### src/rtl/elbeth_lsu_mem_if_if.sv
// Bundle of core-side request/response and RAM-port signals for the LSU memory interface.
// The LSU owns the slave view; the core plus RAM environment owns the master view.
interface elbeth_lsu_mem_if_if #(
    parameter int AW = 12
);
    // Request handshake: a request transfers on a rising edge where req_valid and req_ready
    // are both high. The core holds every req_* field stable while req_valid is high and
    // req_ready is low. resp_valid is a single-cycle strobe that the core cannot stall.
    logic          req_valid;
    logic          req_ready;
    logic [31:0]   req_addr;
    logic [31:0]   req_wdata;
    logic          req_we;
    logic [1:0]    req_size;
    logic          req_unsigned;
    logic          resp_valid;
    logic [31:0]   resp_rdata;
    logic          resp_err_align;
    logic          resp_err_bus;
    logic          mem_enable;
    logic [AW-1:0] mem_addr;
    logic [31:0]   mem_data_in;
    logic [3:0]    mem_rw;
    logic [31:0]   mem_data_out;
    logic          mem_ready;

    modport slave (
        input  req_valid, req_addr, req_wdata, req_we, req_size, req_unsigned,
        input  mem_data_out, mem_ready,
        output req_ready, resp_valid, resp_rdata, resp_err_align, resp_err_bus,
        output mem_enable, mem_addr, mem_data_in, mem_rw
    );

    modport master (
        output req_valid, req_addr, req_wdata, req_we, req_size, req_unsigned,
        output mem_data_out, mem_ready,
        input  req_ready, resp_valid, resp_rdata, resp_err_align, resp_err_bus,
        input  mem_enable, mem_addr, mem_data_in, mem_rw
    );
endinterface

### src/rtl/elbeth_lsu_mem_if.sv
// Load/store stage between the core memory-access stage and one data-RAM port:
// checks alignment and range, builds byte masks, waits for RAM ready, extends load data.
module elbeth_lsu_mem_if #(
    parameter int AW      = 12,
    parameter int TIMEOUT = 4
) (
    input  logic                   clk,
    input  logic                   rst,
    elbeth_lsu_mem_if_if.slave     bus,
    output logic [1:0]             dbg_state
);
    localparam logic [1:0] S_IDLE   = 2'd0;
    localparam logic [1:0] S_ACCESS = 2'd1;
    localparam logic [1:0] S_WAIT   = 2'd2;
    localparam logic [1:0] S_RESP   = 2'd3;

    logic [1:0]  state;
    logic [7:0]  cnt;
    logic [1:0]  addr_q;
    logic [1:0]  size_q;
    logic        we_q;
    logic        uns_q;

    logic        err_align;
    logic        err_range;
    logic [3:0]  mask_d;
    logic [31:0] din_d;
    logic [31:0] lane;
    logic [31:0] load_val;

    // Request decode, evaluated on the live request while IDLE.
    always_comb begin
        err_align = 1'b0;
        case (bus.req_size)
            2'b00:   err_align = 1'b0;
            2'b01:   err_align = bus.req_addr[0];
            2'b10:   err_align = |bus.req_addr[1:0];
            default: err_align = 1'b1;
        endcase
        err_range = (bus.req_addr >> (AW + 2)) != 32'd0;

        mask_d = 4'b0000;
        din_d  = bus.req_wdata;
        case (bus.req_size)
            2'b00: begin
                mask_d = 4'b0001 << bus.req_addr[1:0];
                din_d  = {4{bus.req_wdata[7:0]}};
            end
            2'b01: begin
                mask_d = bus.req_addr[1] ? 4'b1100 : 4'b0011;
                din_d  = {2{bus.req_wdata[15:0]}};
            end
            default: begin
                mask_d = 4'b1111;
                din_d  = bus.req_wdata;
            end
        endcase
        if (!bus.req_we) mask_d = 4'b0000;
    end

    // Alignment guarantees the shifted lane starts at bit 0 for every legal size.
    always_comb begin
        lane     = bus.mem_data_out >> {addr_q, 3'b000};
        load_val = lane;
        case (size_q)
            2'b00:   load_val = {{24{~uns_q & lane[7]}}, lane[7:0]};
            2'b01:   load_val = {{16{~uns_q & lane[15]}}, lane[15:0]};
            default: load_val = lane;
        endcase
    end

    always_ff @(posedge clk or negedge rst) begin
        if (!rst) begin
            state              <= S_IDLE;
            cnt                <= 8'd0;
            addr_q             <= 2'b00;
            size_q             <= 2'b00;
            we_q               <= 1'b0;
            uns_q              <= 1'b0;
            bus.resp_rdata     <= 32'd0;
            bus.resp_err_align <= 1'b0;
            bus.resp_err_bus   <= 1'b0;
            bus.mem_enable     <= 1'b0;
            bus.mem_addr       <= '0;
            bus.mem_data_in    <= 32'd0;
            bus.mem_rw         <= 4'b0000;
        end else begin
            case (state)
                S_IDLE: begin
                    if (bus.req_valid) begin
                        addr_q <= bus.req_addr[1:0];
                        size_q <= bus.req_size;
                        we_q   <= bus.req_we;
                        uns_q  <= bus.req_unsigned;
                        if (err_align) begin
                            bus.resp_err_align <= 1'b1;
                            state              <= S_RESP;
                        end else if (err_range) begin
                            bus.resp_err_bus <= 1'b1;
                            state            <= S_RESP;
                        end else begin
                            bus.mem_enable  <= 1'b1;
                            bus.mem_addr    <= bus.req_addr[AW+1:2];
                            bus.mem_data_in <= din_d;
                            bus.mem_rw      <= mask_d;
                            state           <= S_ACCESS;
                        end
                    end
                end
                S_ACCESS: begin
                    bus.mem_enable <= 1'b0;
                    bus.mem_rw     <= 4'b0000;
                    cnt            <= 8'd0;
                    state          <= S_WAIT;
                end
                S_WAIT: begin
                    if (bus.mem_ready) begin
                        bus.resp_rdata <= we_q ? 32'd0 : load_val;
                        state          <= S_RESP;
                    end else if (cnt == 8'(TIMEOUT - 1)) begin
                        bus.resp_err_bus <= 1'b1;
                        bus.resp_rdata   <= 32'd0;
                        state            <= S_RESP;
                    end else begin
                        cnt <= cnt + 8'd1;
                    end
                end
                default: begin
                    bus.resp_rdata     <= 32'd0;
                    bus.resp_err_align <= 1'b0;
                    bus.resp_err_bus   <= 1'b0;
                    state              <= S_IDLE;
                end
            endcase
        end
    end

    assign bus.req_ready  = (state == S_IDLE);
    assign bus.resp_valid = (state == S_RESP);
    assign dbg_state      = state;
endmodule

### src/flat_wrapper.sv
// flat-port wrapper written by rule: the top's interface ports become plain ports
module elbeth_lsu_mem_if_flat 
#(
    parameter int AW      = 12,
    parameter int TIMEOUT = 4
)
  (clk, rst, dbg_state, bus_req_valid, bus_req_addr, bus_req_wdata, bus_req_we, bus_req_size, bus_req_unsigned, bus_mem_data_out, bus_mem_ready, bus_req_ready, bus_resp_valid, bus_resp_rdata, bus_resp_err_align, bus_resp_err_bus, bus_mem_enable, bus_mem_addr, bus_mem_data_in, bus_mem_rw);
  elbeth_lsu_mem_if_if #(.AW(AW)) bus_i ();
  input  logic clk;
  input  logic rst;
  output logic [1:0] dbg_state;
  input wire logic [$bits(bus_i.req_valid)-1:0] bus_req_valid;
  input wire logic [$bits(bus_i.req_addr)-1:0] bus_req_addr;
  input wire logic [$bits(bus_i.req_wdata)-1:0] bus_req_wdata;
  input wire logic [$bits(bus_i.req_we)-1:0] bus_req_we;
  input wire logic [$bits(bus_i.req_size)-1:0] bus_req_size;
  input wire logic [$bits(bus_i.req_unsigned)-1:0] bus_req_unsigned;
  input wire logic [$bits(bus_i.mem_data_out)-1:0] bus_mem_data_out;
  input wire logic [$bits(bus_i.mem_ready)-1:0] bus_mem_ready;
  output wire logic [$bits(bus_i.req_ready)-1:0] bus_req_ready;
  output wire logic [$bits(bus_i.resp_valid)-1:0] bus_resp_valid;
  output wire logic [$bits(bus_i.resp_rdata)-1:0] bus_resp_rdata;
  output wire logic [$bits(bus_i.resp_err_align)-1:0] bus_resp_err_align;
  output wire logic [$bits(bus_i.resp_err_bus)-1:0] bus_resp_err_bus;
  output wire logic [$bits(bus_i.mem_enable)-1:0] bus_mem_enable;
  output wire logic [$bits(bus_i.mem_addr)-1:0] bus_mem_addr;
  output wire logic [$bits(bus_i.mem_data_in)-1:0] bus_mem_data_in;
  output wire logic [$bits(bus_i.mem_rw)-1:0] bus_mem_rw;
  assign bus_i.req_valid = bus_req_valid;
  assign bus_i.req_addr = bus_req_addr;
  assign bus_i.req_wdata = bus_req_wdata;
  assign bus_i.req_we = bus_req_we;
  assign bus_i.req_size = bus_req_size;
  assign bus_i.req_unsigned = bus_req_unsigned;
  assign bus_i.mem_data_out = bus_mem_data_out;
  assign bus_i.mem_ready = bus_mem_ready;
  assign bus_req_ready = bus_i.req_ready;
  assign bus_resp_valid = bus_i.resp_valid;
  assign bus_resp_rdata = bus_i.resp_rdata;
  assign bus_resp_err_align = bus_i.resp_err_align;
  assign bus_resp_err_bus = bus_i.resp_err_bus;
  assign bus_mem_enable = bus_i.mem_enable;
  assign bus_mem_addr = bus_i.mem_addr;
  assign bus_mem_data_in = bus_i.mem_data_in;
  assign bus_mem_rw = bus_i.mem_rw;
  elbeth_lsu_mem_if #(.AW(AW), .TIMEOUT(TIMEOUT)) u_core (.clk(clk), .rst(rst), .bus(bus_i), .dbg_state(dbg_state));
endmodule
### config.mk
export PLATFORM = sky130hd
export DESIGN_NAME = elbeth_lsu_mem_if_flat
export DESIGN_NICKNAME = d
export VERILOG_FILES = /design/src/rtl/elbeth_lsu_mem_if_if.sv /design/src/rtl/elbeth_lsu_mem_if.sv /design/src/flat_wrapper.sv
export SDC_FILE = /design/constraint.sdc
export NUM_CORES = 1
export LEC_CHECK = 0
export CORE_ASPECT_RATIO = 1.5
export CORE_MARGIN = 5
export CORE_UTILIZATION = 45
export CTS_BUF_LIST = sky130_fd_sc_hd__clkbuf_8
export CTS_CLUSTER_DIAMETER = 150
export DETAILED_ROUTE_END_ITERATION = 10
export PLACE_DENSITY = 0.82
export SLEW_MARGIN = 20
export SYNTH_ARGS = -nofsm -noshare
export SYNTH_HDL_FRONTEND = slang
export SYNTH_SLANG_ARGS = --single-unit
### constraint.sdc
create_clock -name clk -period 2.6 [get_ports clk]
set_clock_uncertainty 0.2 [all_clocks]
set_input_delay 0.26 -clock clk [delete_from_list [all_inputs] [get_ports clk]]
set_output_delay 0.26 -clock clk [all_outputs]
set_load 0.1 [all_outputs]
==> metrics.md <==
| Metric | Value |
|---|---|
| First-pass GRT wire length | 23.2 mm |
| Hold buffer count at CTS | 1 |
| DR DRC count | 0 |
| I/O Pins | 191 |
| Synth Cell Area | 0.00484 mm2 |
| Port Buffer Count | 190 |
| Vias in the first global route | 4,597 |
| Antenna cell count | 0 |
| Layout Cells excl Fill | 809 |
| CP startpoint kind | register |
| Wire per inst | 18.5 um |
| Max-cap viol count | 0 |
| Slowest-stage cell, CP | or4_1 |
| FMAX | 397 MHz |
| Arr. time, crit path | 2.57 ns |
| Reg2Reg Launch Point | u_core.cnt[3] |
| Warnings, synthesis | 0 |
| Die Span Y | 137 um |
| Commonest non-fill, non-tap cell in the layout | buf_4 |
| Worst EP required | 2.65 ns |
| Sequential-to-total area share from yosys stat | 0.512 |
| Hold Violations, Final | 0 |
| Initial core utilization | 0.460 |
| Outcome | completed |
| Pins Over Slew Limit | 0 |
| Max stage delay on crit path | 0.55 ns |
| Crit. End Element | register |
| Post-DP HPWL | 11.9 mm |
| Mean number of vias per cell | 5.32 |
| Via count | 4,307 |
| Largest net degree at the start of global routing | 52 |
| Period utilization | 0.970 |
| CTS Sinks | 99 |
| Total die area | 0.0130 mm2 |
| Layout cell share with drive strength beyond 1 | 0.263 |
| Die width | 94.7 um |
| Final setup fails | 0 |
| Place WS | -0.115 ns |
| CTS tree | built |
| Final WL | 14.9 mm |
| Final #Nets | 769 |
| Unique masters post-synth | 40 |
| # rows | 46 |
| Mapped Avg Cell Area | 10.3 um2 |
| RSZ-0062 raised after global routing | no |
| Setup Total Neg Slack | 0 ns |
| VDD IR-drop max | 0.334 mV |
| Max clock buf depth | 2 |
| WHS | 0.278 ns |
| Worst Tran Pin Value | 0.975 ns |
| Overflow after GRT | 0 |
| Core area | 0.0105 mm2 |
| Pre-antenna DRT Iters | 6 |
| Synth Net Count | 578 |
| Commonest cells after routing, fill and taps aside | buf_4 (103), clkdlybuf4s50_1 (102), dfrtp_1 (97) |
| Reg clk slew, reported paths | 0.09 ns |
| P&R area growth vs syn | 44.2% |
| Post-route ant nets | 0 |
| Max H-tree Level | 3 |
| Postcts setup bufs | 0 |
| Placed cells | 792 |
| Total CTS buffers | 9 |
| CP max FO | 32 |
| CTS resizes | 0 |
| Fin crit period | 2.52 ns |
| Slew headroom | 0.348 |
| GP Congestion | 0.856 |
| GRT Overall Usage | 0.233 |
| Leak pwr | 0.00341 uW |
| Root Driver | clkbuf_8 |
| Min-Delay Path Class | in2async |
| Critical Path Source | u_core.cnt[3] |
| Cell Chain, Critical Path | or4_1 -> o311a_1 -> or3_1 -> buf_12 -> a22oi_1 -> nand2_1 |
| Synth Instances | 469 |
| WS Path Type | reg2reg |
| Starting DRC count in detailed routing | 232 |
| Synth Register Bits | 99 |
| Clk_lat worst skew | 0.36 ns |
| Initial antenna violation count | 0 |
| Power Density | 895 mW/mm2 |
| Final worst slack | 0.0791 ns |
==> where the power goes <==
group / switching, uW / internal (uW) / total (uW)
sequential: 197 / 1770 / 1970
combinational: 2300 / 994 / 3300
clock: 541 / 441 / 982
==> cells by family after synthesis <==
logic type               share of synthesized area
buffers and inverters                       0.0333
multiplexers                                 0.191
adder cells (fa/ha/maj)                     0.0129
flip-flops                                   0.512
AO/OA/AOI/OAI                                0.127
AND/OR/NAND/NOR                              0.122
XOR/XNOR                                   0.00181
==> routing by layer <==
metal	up-vias	part of all wire	track usage
li1	2054	-	-
met1	2061	0.37	0.255
met2	164	0.53	0.413
met3	28	0.069	0.0605
met4	0	0.033	0.110
met5	-	0	0
==> critical path, delay by kind of cell, from the launching register on <==
family	cells	cell delay [ns]
flip-flops	1	0.43
AND/OR/NAND/NOR	3	1.01
buffers and inverters	1	0.19
AO/OA/AOI/OAI	2	0.58
==> area by class of cell <==
type                       instances  area [um2]
tap                              144         180
multi-input combinational        332        2230
timing repair buffer             209        1860
clock inverter                     7        68.8
clock buffer                       9         124
fill                             838        3550
inverter                           9        33.8
sequential                        99        2480
==> Yosys cell counts (all sizes together) <==
| library cell | count | share of area |
|---|---|---|
| buf | 14 | 0.015 |
| xor2 | 1 | 0.0018 |
| nand3 | 5 | 0.0052 |
| clkbuf | 15 | 0.012 |
| nand2b | 5 | 0.0065 |
| o41ai | 1 | 0.0018 |
| nor2 | 35 | 0.027 |
| nor2b | 1 | 0.0013 |
| a31oi | 2 | 0.0026 |
| a311oi | 1 | 0.0018 |
| ha | 5 | 0.013 |
| o21ai | 42 | 0.043 |
| a22oi | 16 | 0.025 |
| mux2i | 44 | 0.091 |
| a21oi | 34 | 0.035 |
| o311ai | 2 | 0.0036 |
| a221oi | 1 | 0.0018 |
| a21o | 1 | 0.0016 |
| or2 | 2 | 0.0026 |
| a311o | 1 | 0.0021 |
| nand4 | 5 | 0.0065 |
| and3 | 1 | 0.0013 |
| nor4 | 5 | 0.0078 |
| nor3 | 4 | 0.0052 |
| a22o | 1 | 0.0018 |
| o32ai | 1 | 0.0018 |
| o31ai | 1 | 0.0016 |
| inv | 9 | 0.0070 |
| o211ai | 1 | 0.0016 |
| or4 | 5 | 0.0078 |
| or3 | 1 | 0.0013 |
| dfrtp | 99 | 0.51 |
| o311a | 1 | 0.0021 |
| mux2 | 43 | 0.10 |
| nand2 | 64 | 0.050 |
==> sequential cells by signal (all words and copies together) (netlist names), 2 cells and up <==
name	cells
u_core.dbg_state	2
u_core.bus.mem_addr	12
u_core.bus.resp_rdata	32
u_core.cnt	8
u_core.bus.mem_data_in	32
u_core.size_q	2
u_core.bus.mem_rw	4
u_core.addr_q	2
==> path summary, 6_finish.rpt <==
kind | cells past startpoint | slack, ns | endpoint
setup / recovery | 6 | 0.08 | u_core.bus.resp_rdata[23]
hold / removal | 2 | 0.28 | u_core.dbg_state[0]
setup reg to reg | 6 | 0.08 | u_core.bus.resp_rdata[23]
hold reg to reg | 2 | 0.29 | u_core.bus.resp_rdata[11]
max in group asynchronous | 3 | 1.23 | u_core.bus.mem_data_in[1]
min in group clk | 2 | 0.29 | u_core.bus.resp_rdata[11]
==> per-stage QoR <==
| stage | util | total power, uW | area (um2) |
|---|---|---|---|
| finish | 0.663 | 6250 | 6980 |
| global route | 0.663 | 6550 | 6980 |
| CTS | 0.663 | 6270 | 6980 |
| detailed placement | 0.644 | 5290 | 6780 |
| global placement | 0.644 | 5210 | 6780 |
| floorplan | - | 4420 | 4900 |
Note: power is estimated with default switching activity, not from simulation.
